## config.mk

```make
export PLATFORM = sky130hd
export DESIGN_NAME = control_unit
export DESIGN_NICKNAME = d
export VERILOG_FILES = /design/src/rtl/control_unit.sv
export SDC_FILE = /design/constraint.sdc
export NUM_CORES = 1
export LEC_CHECK = 0
export ABC_AREA = 1
export CAP_MARGIN = 20
export CORE_AREA = 2 2 66 68
export CTS_CLUSTER_SIZE = 10
export DETAILED_ROUTE_END_ITERATION = 12
export DIE_AREA = 0 0 68 70
export GPL_ROUTABILITY_DRIVEN = 0
export GPL_TIMING_DRIVEN = 0
export PLACE_DENSITY = 0.78
export SYNTH_ARGS = -nofsm -noshare
export SYNTH_HDL_FRONTEND = slang
export SYNTH_SLANG_ARGS = --single-unit
export TNS_END_PERCENT = 20
```

## constraint.sdc

```tcl
create_clock -name Clock -period 3.1 [get_ports Clock]
set_input_delay 0.31 -clock Clock [delete_from_list [all_inputs] [get_ports Clock]]
set_output_delay 0.31 -clock Clock [all_outputs]
set_load 0.01 [all_outputs]
```

## src/rtl/control_unit.sv

```systemverilog
// Multicycle sequencer: fetches a 16-bit word, decodes it in EXEC and
// drives accumulator/register-file strobes and the program counter.
module control_unit (
  input  logic        Clock,
  input  logic        nReset,
  input  logic [15:0] ProgData,
  input  logic [7:0]  ACC,
  input  logic [7:0]  SW,
  output logic [7:0]  PC,
  output logic [7:0]  Imm,
  output logic [2:0]  RegAddr,
  output logic        AccWE,
  output logic        RegWE,
  output logic        SelImm,
  output logic        SelSW,
  output logic        SelRegData,
  output logic        UseACC,
  output logic        Halted,
  output logic        Illegal
);

  typedef enum logic [1:0] {
    FETCH,
    EXEC,
    WAIT,
    HALT
  } state_t;

  localparam logic [3:0] OP_NOP   = 4'h0;
  localparam logic [3:0] OP_LDI   = 4'h1;
  localparam logic [3:0] OP_LDSW  = 4'h2;
  localparam logic [3:0] OP_LDR   = 4'h3;
  localparam logic [3:0] OP_ADDI  = 4'h4;
  localparam logic [3:0] OP_ADDR  = 4'h5;
  localparam logic [3:0] OP_MULI  = 4'h6;
  localparam logic [3:0] OP_STR   = 4'h7;
  localparam logic [3:0] OP_JMP   = 4'h8;
  localparam logic [3:0] OP_BZ    = 4'h9;
  localparam logic [3:0] OP_WAIT  = 4'hA;
  localparam logic [3:0] OP_HALT  = 4'hB;

  state_t      state;
  state_t      state_nxt;
  logic [15:0] ir;
  logic [3:0]  op;
  logic [7:0]  pc_nxt;
  logic [7:0]  pc_inc;
  logic        ill_set;
  logic        go;
  logic        acc_zero;

  assign op       = ir[15:12];
  assign Imm      = ir[7:0];
  assign RegAddr  = ir[11:9];
  assign pc_inc   = PC + 8'd1;
  assign go       = SW[7];
  assign acc_zero = (ACC == 8'h00);
  assign Halted   = (state == HALT);

  always_ff @(posedge Clock or negedge nReset) begin
    if (!nReset) begin
      state   <= FETCH;
      PC      <= 8'h00;
      ir      <= 16'h0000;
      Illegal <= 1'b0;
    end else begin
      state <= state_nxt;
      PC    <= pc_nxt;
      if (state == FETCH)
        ir <= ProgData;
      if (ill_set)
        Illegal <= 1'b1;
    end
  end

  always_comb begin
    state_nxt  = state;
    pc_nxt     = PC;
    ill_set    = 1'b0;
    AccWE      = 1'b0;
    RegWE      = 1'b0;
    SelImm     = 1'b0;
    SelSW      = 1'b0;
    SelRegData = 1'b0;
    UseACC     = 1'b0;
    unique case (state)
      FETCH: state_nxt = EXEC;
      EXEC: begin
        state_nxt = FETCH;
        pc_nxt    = pc_inc;
        case (op)
          OP_NOP: ;
          OP_LDI: begin
            AccWE  = 1'b1;
            SelImm = 1'b1;
          end
          OP_LDSW: begin
            AccWE = 1'b1;
            SelSW = 1'b1;
          end
          OP_LDR: begin
            AccWE      = 1'b1;
            SelRegData = 1'b1;
          end
          OP_ADDI: begin
            AccWE  = 1'b1;
            UseACC = 1'b1;
            SelImm = 1'b1;
          end
          OP_ADDR: begin
            AccWE      = 1'b1;
            UseACC     = 1'b1;
            SelRegData = 1'b1;
          end
          OP_MULI: begin
            AccWE  = 1'b1;
            UseACC = 1'b1;
          end
          OP_STR: RegWE = 1'b1;
          OP_JMP: pc_nxt = ir[7:0];
          OP_BZ: begin
            if (acc_zero)
              pc_nxt = ir[7:0];
          end
          OP_WAIT: begin
            // Go already high: skip the WAIT state entirely
            if (!go) begin
              state_nxt = WAIT;
              pc_nxt    = PC;
            end
          end
          OP_HALT: begin
            state_nxt = HALT;
            pc_nxt    = PC;
          end
          default: ill_set = 1'b1;
        endcase
      end
      WAIT: begin
        if (go) begin
          state_nxt = FETCH;
          pc_nxt    = pc_inc;
        end
      end
      HALT: ;
      default: state_nxt = FETCH;
    endcase
  end

endmodule

```

# After elaboration in Yosys (flattened, before gate mapping)
# Cells that the tools add are included.
totals:
  register_bits: 27
  input_bits: 34
  output_inout_bits: 27
  word_cells: 55
classes:
  add_sub_neg: 1
  n_eq_ne: 16
  muxes: 22
  n_reduce_logical: 12
ops:
  columns: ["cell", "count"]
  rows:
  - ["case mux 8 bit (4 select lines)", 1]
  - ["equality test 4 x 3 -> 1 bit, second input constant", 4]
  - ["equality test 4 bit, second input constant", 4]
  - ["two-way mux 8 bit", 2]
  - ["case mux 8 bit (2 select lines)", 1]
  - ["two-way mux 1 bit", 14]
  - ["OR reduction 12 bit", 1]
  - ["adder 8 x 1 -> 8 bit, second input constant", 1]
  - ["equality test 4 x 2 -> 1 bit, second input constant", 2]
  - ["logical NOT 8 bit", 1]
  - ["case mux 2 bit (3 select lines)", 1]
  - ["OR reduction 6 bit", 1]
  - ["equality test 2 bit, second input constant", 2]
  - ["equality test 4 x 1 -> 1 bit, second input constant", 1]
  - ["logical NOT 4 bit", 1]
  - ["two-way mux 2 bit", 2]
  - ["!= test 2 bit, second input constant", 2]
  - ["case mux 2 bit (2 select lines)", 1]
  - ["AND reduction 2 bit", 2]
  - ["OR reduction 2 bit", 2]
  - ["nonzero test 3 bit", 1]
  - ["OR reduction 3 bit", 1]
  - ["equality test 2 x 1 -> 1 bit, second input constant", 1]
  - ["logical NOT 2 bit", 1]
  - ["nonzero test 2 bit", 1]

# Longest topological paths before layout
# Gate-level depths: netlist of run 1.
depth:
  ltp_word: 4
  mapped_depth: 11
  ltp_nobuf: 11

# Worst setup path before layout of run 1
# Ideal clock, no wire load.
synth_path:
  kind: "register to register"
  start: "reg state[0]"
  end: "reg ir[10]"
  setup_time_ps: 125
  t_arrival_ps: 1485
  required_time_ps: 2975
  setup_slack_ps: 1490
  stages_incl_launch_ff: 6
  path_buffers: 2
  synth_period_minus_slack_ps: 1610
  cell_sequence: "dfrtp_1 inv_1 ha_1 clkbuf_1 buf_2 mux2_2"
synth_via:
  elab_chain_len: 1
synth_rtl:
  columns: ["element", "line_no", "rtl"]
  rows:
  - ["start: declaration", "42", "state_t state;"]
  - ["start signal: assignment", "67", "state <= state_nxt;"]
  - ["logical NOT 2 bit", "69", "if (state == FETCH)"]
  - ["end signal: assignment", "70", "ir <= ProgData;"]
  - ["end: declaration", "44", "logic [15:0] ir;"]
# Every way passes these cells.
# A chain may end at the register's enable or synchronous reset.

# Final worst setup path of run 1
layout_path:
  start: "reg state[1]"
  end: "out AccWE"
layout_via:
  elab_chain_len: 2
layout_rtl:
  columns: ["element", "line_no", "rtl"]
  rows:
  - ["equality test 2 x 1 -> 1 bit", "86", "unique case (state)"]
  - ["two-way mux 1 bit", "86", null]
  - ["end: declaration", "12", "output logic AccWE,"]
# Every way passes these cells.

==> impl_metrics.json, run 1 <==
{
  "crit_path_max_fanout": 7,
  "n_fill_cell": 384,
  "cts_tree": "yes",
  "maxSlewViolCount": 0,
  "reg2reg_to": "ir[9]",
  "final_util_pct": 58.76,
  "worstSetupStartpointType": "flip-flop",
  "skew_ns": 0.004319,
  "num_antenna_cells": 0,
  "hold_path_class": "in -> async",
  "p_int_w": 0.001411,
  "cp.arrival_ns": 1.98,
  "clk_latency_ns": 0.27,
  "grt_pass1_vias": 1708,
  "worst_pin_slew_ns": 0.7520,
  "syn_area_um2": 1763,
  "cts_buffers": 3,
  "synth_seq_cells": 26,
  "vias": 1773,
  "cp.required_ns": 2.79,
  "switching_share_pct": 42.18,
  "clock-sinks": 26,
  "clk_path_buf_depth": 2,
  "post_cts_buffers": 0,
  "io_pins": 61,
  "drt-total-wl_mm": 4.229,
  "core_um2": 4144,
  "ys_types": 22,
  "vias_per_cell": 4.994,
  "io_buffers": 52,
  "fin_crit_ns": 2.292,
  "stdcell_count": 355,
  "die_height_um": 70,
  "power.leakage_nw": 1.169,
  "clk_pin_slew_worst_paths_ns": 0.10,
  "clockRootBuffer": "clkbuf_8",
  "first_iter_violations": 190,
  "antenna_found_initial": 0,
  "p_comb_share_pct": 60.2,
  "overflow": 0,
  "num_rows": 24,
  "setup_viol": 0,
  "drive_gt1_share_pct": 12.21,
  "hold_viol": 0,
  "syn_nets": 286,
  "p_total_w": 0.002440,
  "pre_cts_ws_ns": 1.113,
  "p_seq_share_pct": 28.0,
  "multiInputGateArea_um2": 910.9,
  "ys_seq_area_share_pct": 36.91,
  "wl_per_cell_um": 11.91,
  "syn_inst": 246,
  "status": "finished, final reports clean",
  "fin_crit_sh_pct": 73.93,
  "slowest_stage": "clkdlybuf4s50_1",
  "worstRegToRegCells": 5,
  "die_area_um2": 4760,
  "critPathKind": "reg -> out",
  "cts-hold-fix-buffers": 0,
  "fin_tns_setup_ns": 0,
  "gr-usage-all-layers_pct": 20.04,
  "clock.fmax_mhz": 436.3,
  "final_cell_mix": "nand2_1, clkdlybuf4s50_1, nor2_1",
  "areaGrowthSynthToFinish_pct": 38.11,
  "post_cts_resized": 0,
  "ff2ff_setup_slack_ns": 1.22,
  "drv_cap": 0,
  "ir_drop_v": 0.0005771,
  "grt_max_degree": 16,
  "grt_pass1_wl_mm": 7.534,
  "ys_warn_count": 0,
  "power_frac_clock_pct": 11.8,
  "final_common_cell": "nand2_1",
  "critPathCaptureType": "primary output",
  "drc": 0,
  "rsz0062_at_grt": "false",
  "placed_cells": 351,
  "switchingPower_w": 0.001029,
  "r2r-start": "state[0]",
  "pwr_density_cell_nw_per_um2": 1002,
  "cts_max_level": 1,
  "initial_core_util_pct": 42.54,
  "slowest_delay_ns": 0.56,
  "die_w_um": 68,
  "slew_headroom_pct": 49.71,
  "setup_ws_ns": 0.8081,
  "regArea_um2": 650.6,
  "fin_nets": 344,
  "worstPathCellList": "inv_1 -> ha_1 -> nand2_1 -> o22ai_1 -> clkdlybuf4s50_1",
  "avgSynthCellArea_um2": 7.166,
  "antenna_left": 0,
  "dp_hpwl_mm": 3.278,
  "firstDrtPassIters": 4
}
[kinds of logic after synthesis]
logic type      Yosys count  synth area share, %
buf+inv                  42                11.43
xor+xnor                  2               0.9938
flops                    26                36.91
simple gates            128                29.74
compound gates           30                9.013
fa+ha+maj                 6                4.258
mux                      12                7.665
[worst max-delay path: cells and delay by family (launching register included)]
family / cells / cell delay, ns
flops: 1 / 0.42
simple gates: 1 / 0.11
buf+inv: 2 / 0.67
fa+ha+maj: 1 / 0.31
compound gates: 1 / 0.19
[flip-flops by register name (all words and copies together) (netlist names)]
signal / count
Illegal: 1
PC: 8
ir: 15
state: 2
[layer usage]
layer	routed length (µm)	vias to the layer above	track usage, %	part of all wire, %
li1	-	896	-	-
met1	1839	817	27.19	43
met2	2058	56	31.82	49
met3	297	4	4.348	7.0
met4	33	0	5.556	0.78
met5	0	-	0	0
[synthesized netlist by cell type, drive strengths merged]
| cell | count | area share [%] |
|---|---|---|
| mux2 | 12 | 7.7 |
| o21ai | 19 | 5.6 |
| a21oi | 9 | 2.6 |
| nor2 | 31 | 6.7 |
| or2 | 1 | 0.36 |
| clkinv | 2 | 0.43 |
| o22ai | 1 | 0.36 |
| dfrtp | 26 | 37 |
| nand4 | 3 | 1.1 |
| buf | 13 | 5.3 |
| ha | 6 | 4.3 |
| nand3 | 25 | 7.1 |
| a31o | 1 | 0.50 |
| clkbuf | 2 | 0.43 |
| nand2 | 68 | 14 |
| xnor2 | 2 | 0.99 |
| inv | 25 | 5.3 |
[cell type report]
type                       instances  share of cell area [%]
tap                               52                   2.672
multi-input combinational        178                   37.41
timing repair buffer              53                   21.99
buffer                            15                   4.111
sequential                        26                   26.72
clock buffer                       3                   1.696
inverter                          27                   4.162
clock inverter                     1                   1.233
[per-stage QoR]
| step | hold slack (ns) | cell area [µm²] |
|---|---|---|
| CTS | 0.4878 | 2435 |
| detailed placement | 0.4658 | 2364 |
| global route | 0.5120 | 2435 |
| global placement | 0.4618 | 2349 |
| finish | 0.4708 | 2435 |
| floorplan | 0.01441 | 1763 |
[power by group through the flow]
stage               combinational [W]  clock [W]  sequential (W)
floorplan                    0.000950          0        0.000665
global placement              0.00144          0        0.000681
detailed placement            0.00147          0        0.000688
global route                  0.00166   0.000306        0.000715
CTS                           0.00147   0.000294        0.000682
finish                        0.00147   0.000287        0.000682
[how the worst max path moves through the flow]
stage	from	endpoint	slack [ns]	cells past startpoint
2_1_floorplan	state[0]	ir[10]	1.49	5
3_3_place_gp	state[1]	AccWE	1.13	5
3_5_place_dp	ACC[0]	PC[5]	1.11	9
4_1_cts	state[1]	AccWE	0.81	5
5_1_grt	state[1]	AccWE	0.64	5
6_report	state[1]	AccWE	0.81	5
(Power assumes the default switching activity.)
==> run 2: changes to the inputs <==
clock period = 2.15 ns   (was 3.1 ns; I/O delays follow)
==> impl_metrics.json, run 2 (synthesis gave the netlist of run 1 again) <==
{
  "io_pins": 61,
  "io_buffers": 52,
  "worstRegToRegCells": 5,
  "top_regs": "ir (15), PC (8), state (2)",
  "clk_pin_slew_worst_paths_ns": 0.10,
  "pwr_density_cell_nw_per_um2": 1443,
  "clk_path_buf_depth": 2,
  "antenna_found_initial": 0,
  "cts_max_level": 1,
  "die_w_um": 68,
  "gr-usage-all-layers_pct": 20.07,
  "setup_viol": 0,
  "clock.fmax_mhz": 498.1,
  "antenna_left": 0,
  "final_common_cell": "nand2_1",
  "first_iter_violations": 211,
  "dp_hpwl_mm": 3.278,
  "clockRootBuffer": "clkbuf_8",
  "clock-sinks": 26,
  "finalInstanceArea_um2": 2450,
  "maxSlewViolCount": 0,
  "cts_buffers": 3,
  "fin_tns_setup_ns": 0,
  "cp.depth": 5,
  "clk_latency_ns": 0.27,
  "place_area_um2": 2364,
  "die_area_um2": 4760,
  "crit_path_max_fanout": 7,
  "areaGrowthSynthToFinish_pct": 38.96,
  "slowest_delay_ns": 0.55,
  "num_rows": 24,
  "crit_buf_inv": 2,
  "cts-hold-fix-buffers": 0,
  "grt_pass1_vias": 1708,
  "critPathCaptureType": "primary output",
  "largest_reg_flops": 15,
  "cp_top_family": "buffers and inverters",
  "overflow": 0,
  "num_antenna_cells": 0,
  "power.leakage_nw": 1.185,
  "cp.arrival_ns": 1.79,
  "fin_nets": 344,
  "rsz0062_at_grt": "false",
  "fin_crit_sh_pct": 93.38,
  "final_cell_mix": "nand2_1, clkdlybuf4s50_1, nor2_1",
  "drive_gt1_share_pct": 12.54,
  "slew_headroom_pct": 49.61,
  "wl_per_cell_um": 11.93,
  "regMostFlops": "ir",
  "grt_pass1_wl_mm": 7.548,
  "drt-total-wl_mm": 4.235,
  "worstSetupStartpointType": "flip-flop",
  "vias": 1794,
  "drv_cap": 0,
  "critPathKind": "reg -> out",
  "initial_core_util_pct": 42.54,
  "p_total_w": 0.003535,
  "ir_drop_v": 0.0008320,
  "core_um2": 4144,
  "fin_crit_ns": 2.008,
  "status": "finished, final reports clean",
  "grt_max_degree": 16,
  "cts_tree": "yes",
  "skew_ns": 0.005110,
  "drc": 0,
  "slowest_stage": "clkdlybuf4s50_1",
  "n_fill_cell": 381,
  "worst_pin_slew_ns": 0.7535,
  "hold_path_class": "in -> async",
  "vias_per_cell": 5.054,
  "cp.required_ns": 1.93,
  "die_height_um": 70,
  "worstPathCellList": "inv_1 -> ha_4 -> nand2_1 -> nor2_1 -> clkdlybuf4s50_1",
  "hold_viol": 0,
  "firstDrtPassIters": 4
}
run 2: cell types whose count changed in the layout (fill, tap and decap cells not counted):
| cell | change |
|---|---|
| clkdlybuf4s50_1 | -1 |
| dlymetal6s2s_1 | +1 |
| ha_1 | -1 |
| ha_4 | +1 |
run 2: final cells by class:
| class | count | area (µm²) | share of cell area [%] |
|---|---|---|---|
| inverter | 27 | 101.3 | 4.137 |
| clock buffer | 3 | 41.29 | 1.685 |
| clock inverter | 1 | 30.03 | 1.226 |
| sequential | 26 | 650.6 | 26.56 |
| buffer | 15 | 100.1 | 4.086 |
| timing repair buffer | 53 | 538.0 | 21.96 |
| multi-input combinational | 178 | 923.4 | 37.69 |
| tap | 52 | 65.06 | 2.656 |
run 2: worst paths after layout:
path                           from  endpoint  slack [ns]
hold reg to reg             Illegal   Illegal        0.48
setup / recovery           state[1]     RegWE        0.14
max in group asynchronous    nReset    ir[13]        1.24
min in group Clock          Illegal   Illegal        0.48
setup reg to reg           state[0]     ir[9]        0.22
hold / removal               nReset     ir[4]        0.38
run 2: timing repair:
| item | 4_1_cts | 5_1_grt |
|---|---|---|
| gates resized for setup | 1 | 2 |
| setup endpoints to repair | 1 | 5 |
| buffers inserted | 0 | 0 |
run 2: per-stage QoR:
stage / hold WS (ns) / util, % / setup slack [ns] / std cells
6_report: 0.3760 / 59.12 / 0.1423 / 355
5_1_grt: 0.4408 / 59.12 / 0.05322 / 355
4_1_cts: 0.4017 / 58.82 / 0.01911 / 355
3_5_place_dp: 0.4658 / 57.04 / 0.2582 / 351
3_3_place_gp: 0.4618 / 56.67 / 0.2780 / 350
2_1_floorplan: -0.08059 / - / 0.5402 / 246
run 2: where the power goes:
part / switching, W / leakage (nW) / internal (W)
sequential: 0.000266 / 0.304 / 0.000723
clock: 0.000165 / 0.0357 / 0.000249
combinational: 0.00106 / 0.845 / 0.00107
total: 0.00149 / 1.18 / 0.00204
run 2: per-layer routing:
metal	vias to the layer above	routed length [µm]	global-route usage [%]
met1	829	1810	27.29
met3	4	301	4.348
met4	0	33	5.556
met2	60	2089	31.82
li1	901	-	-
met5	-	0	0
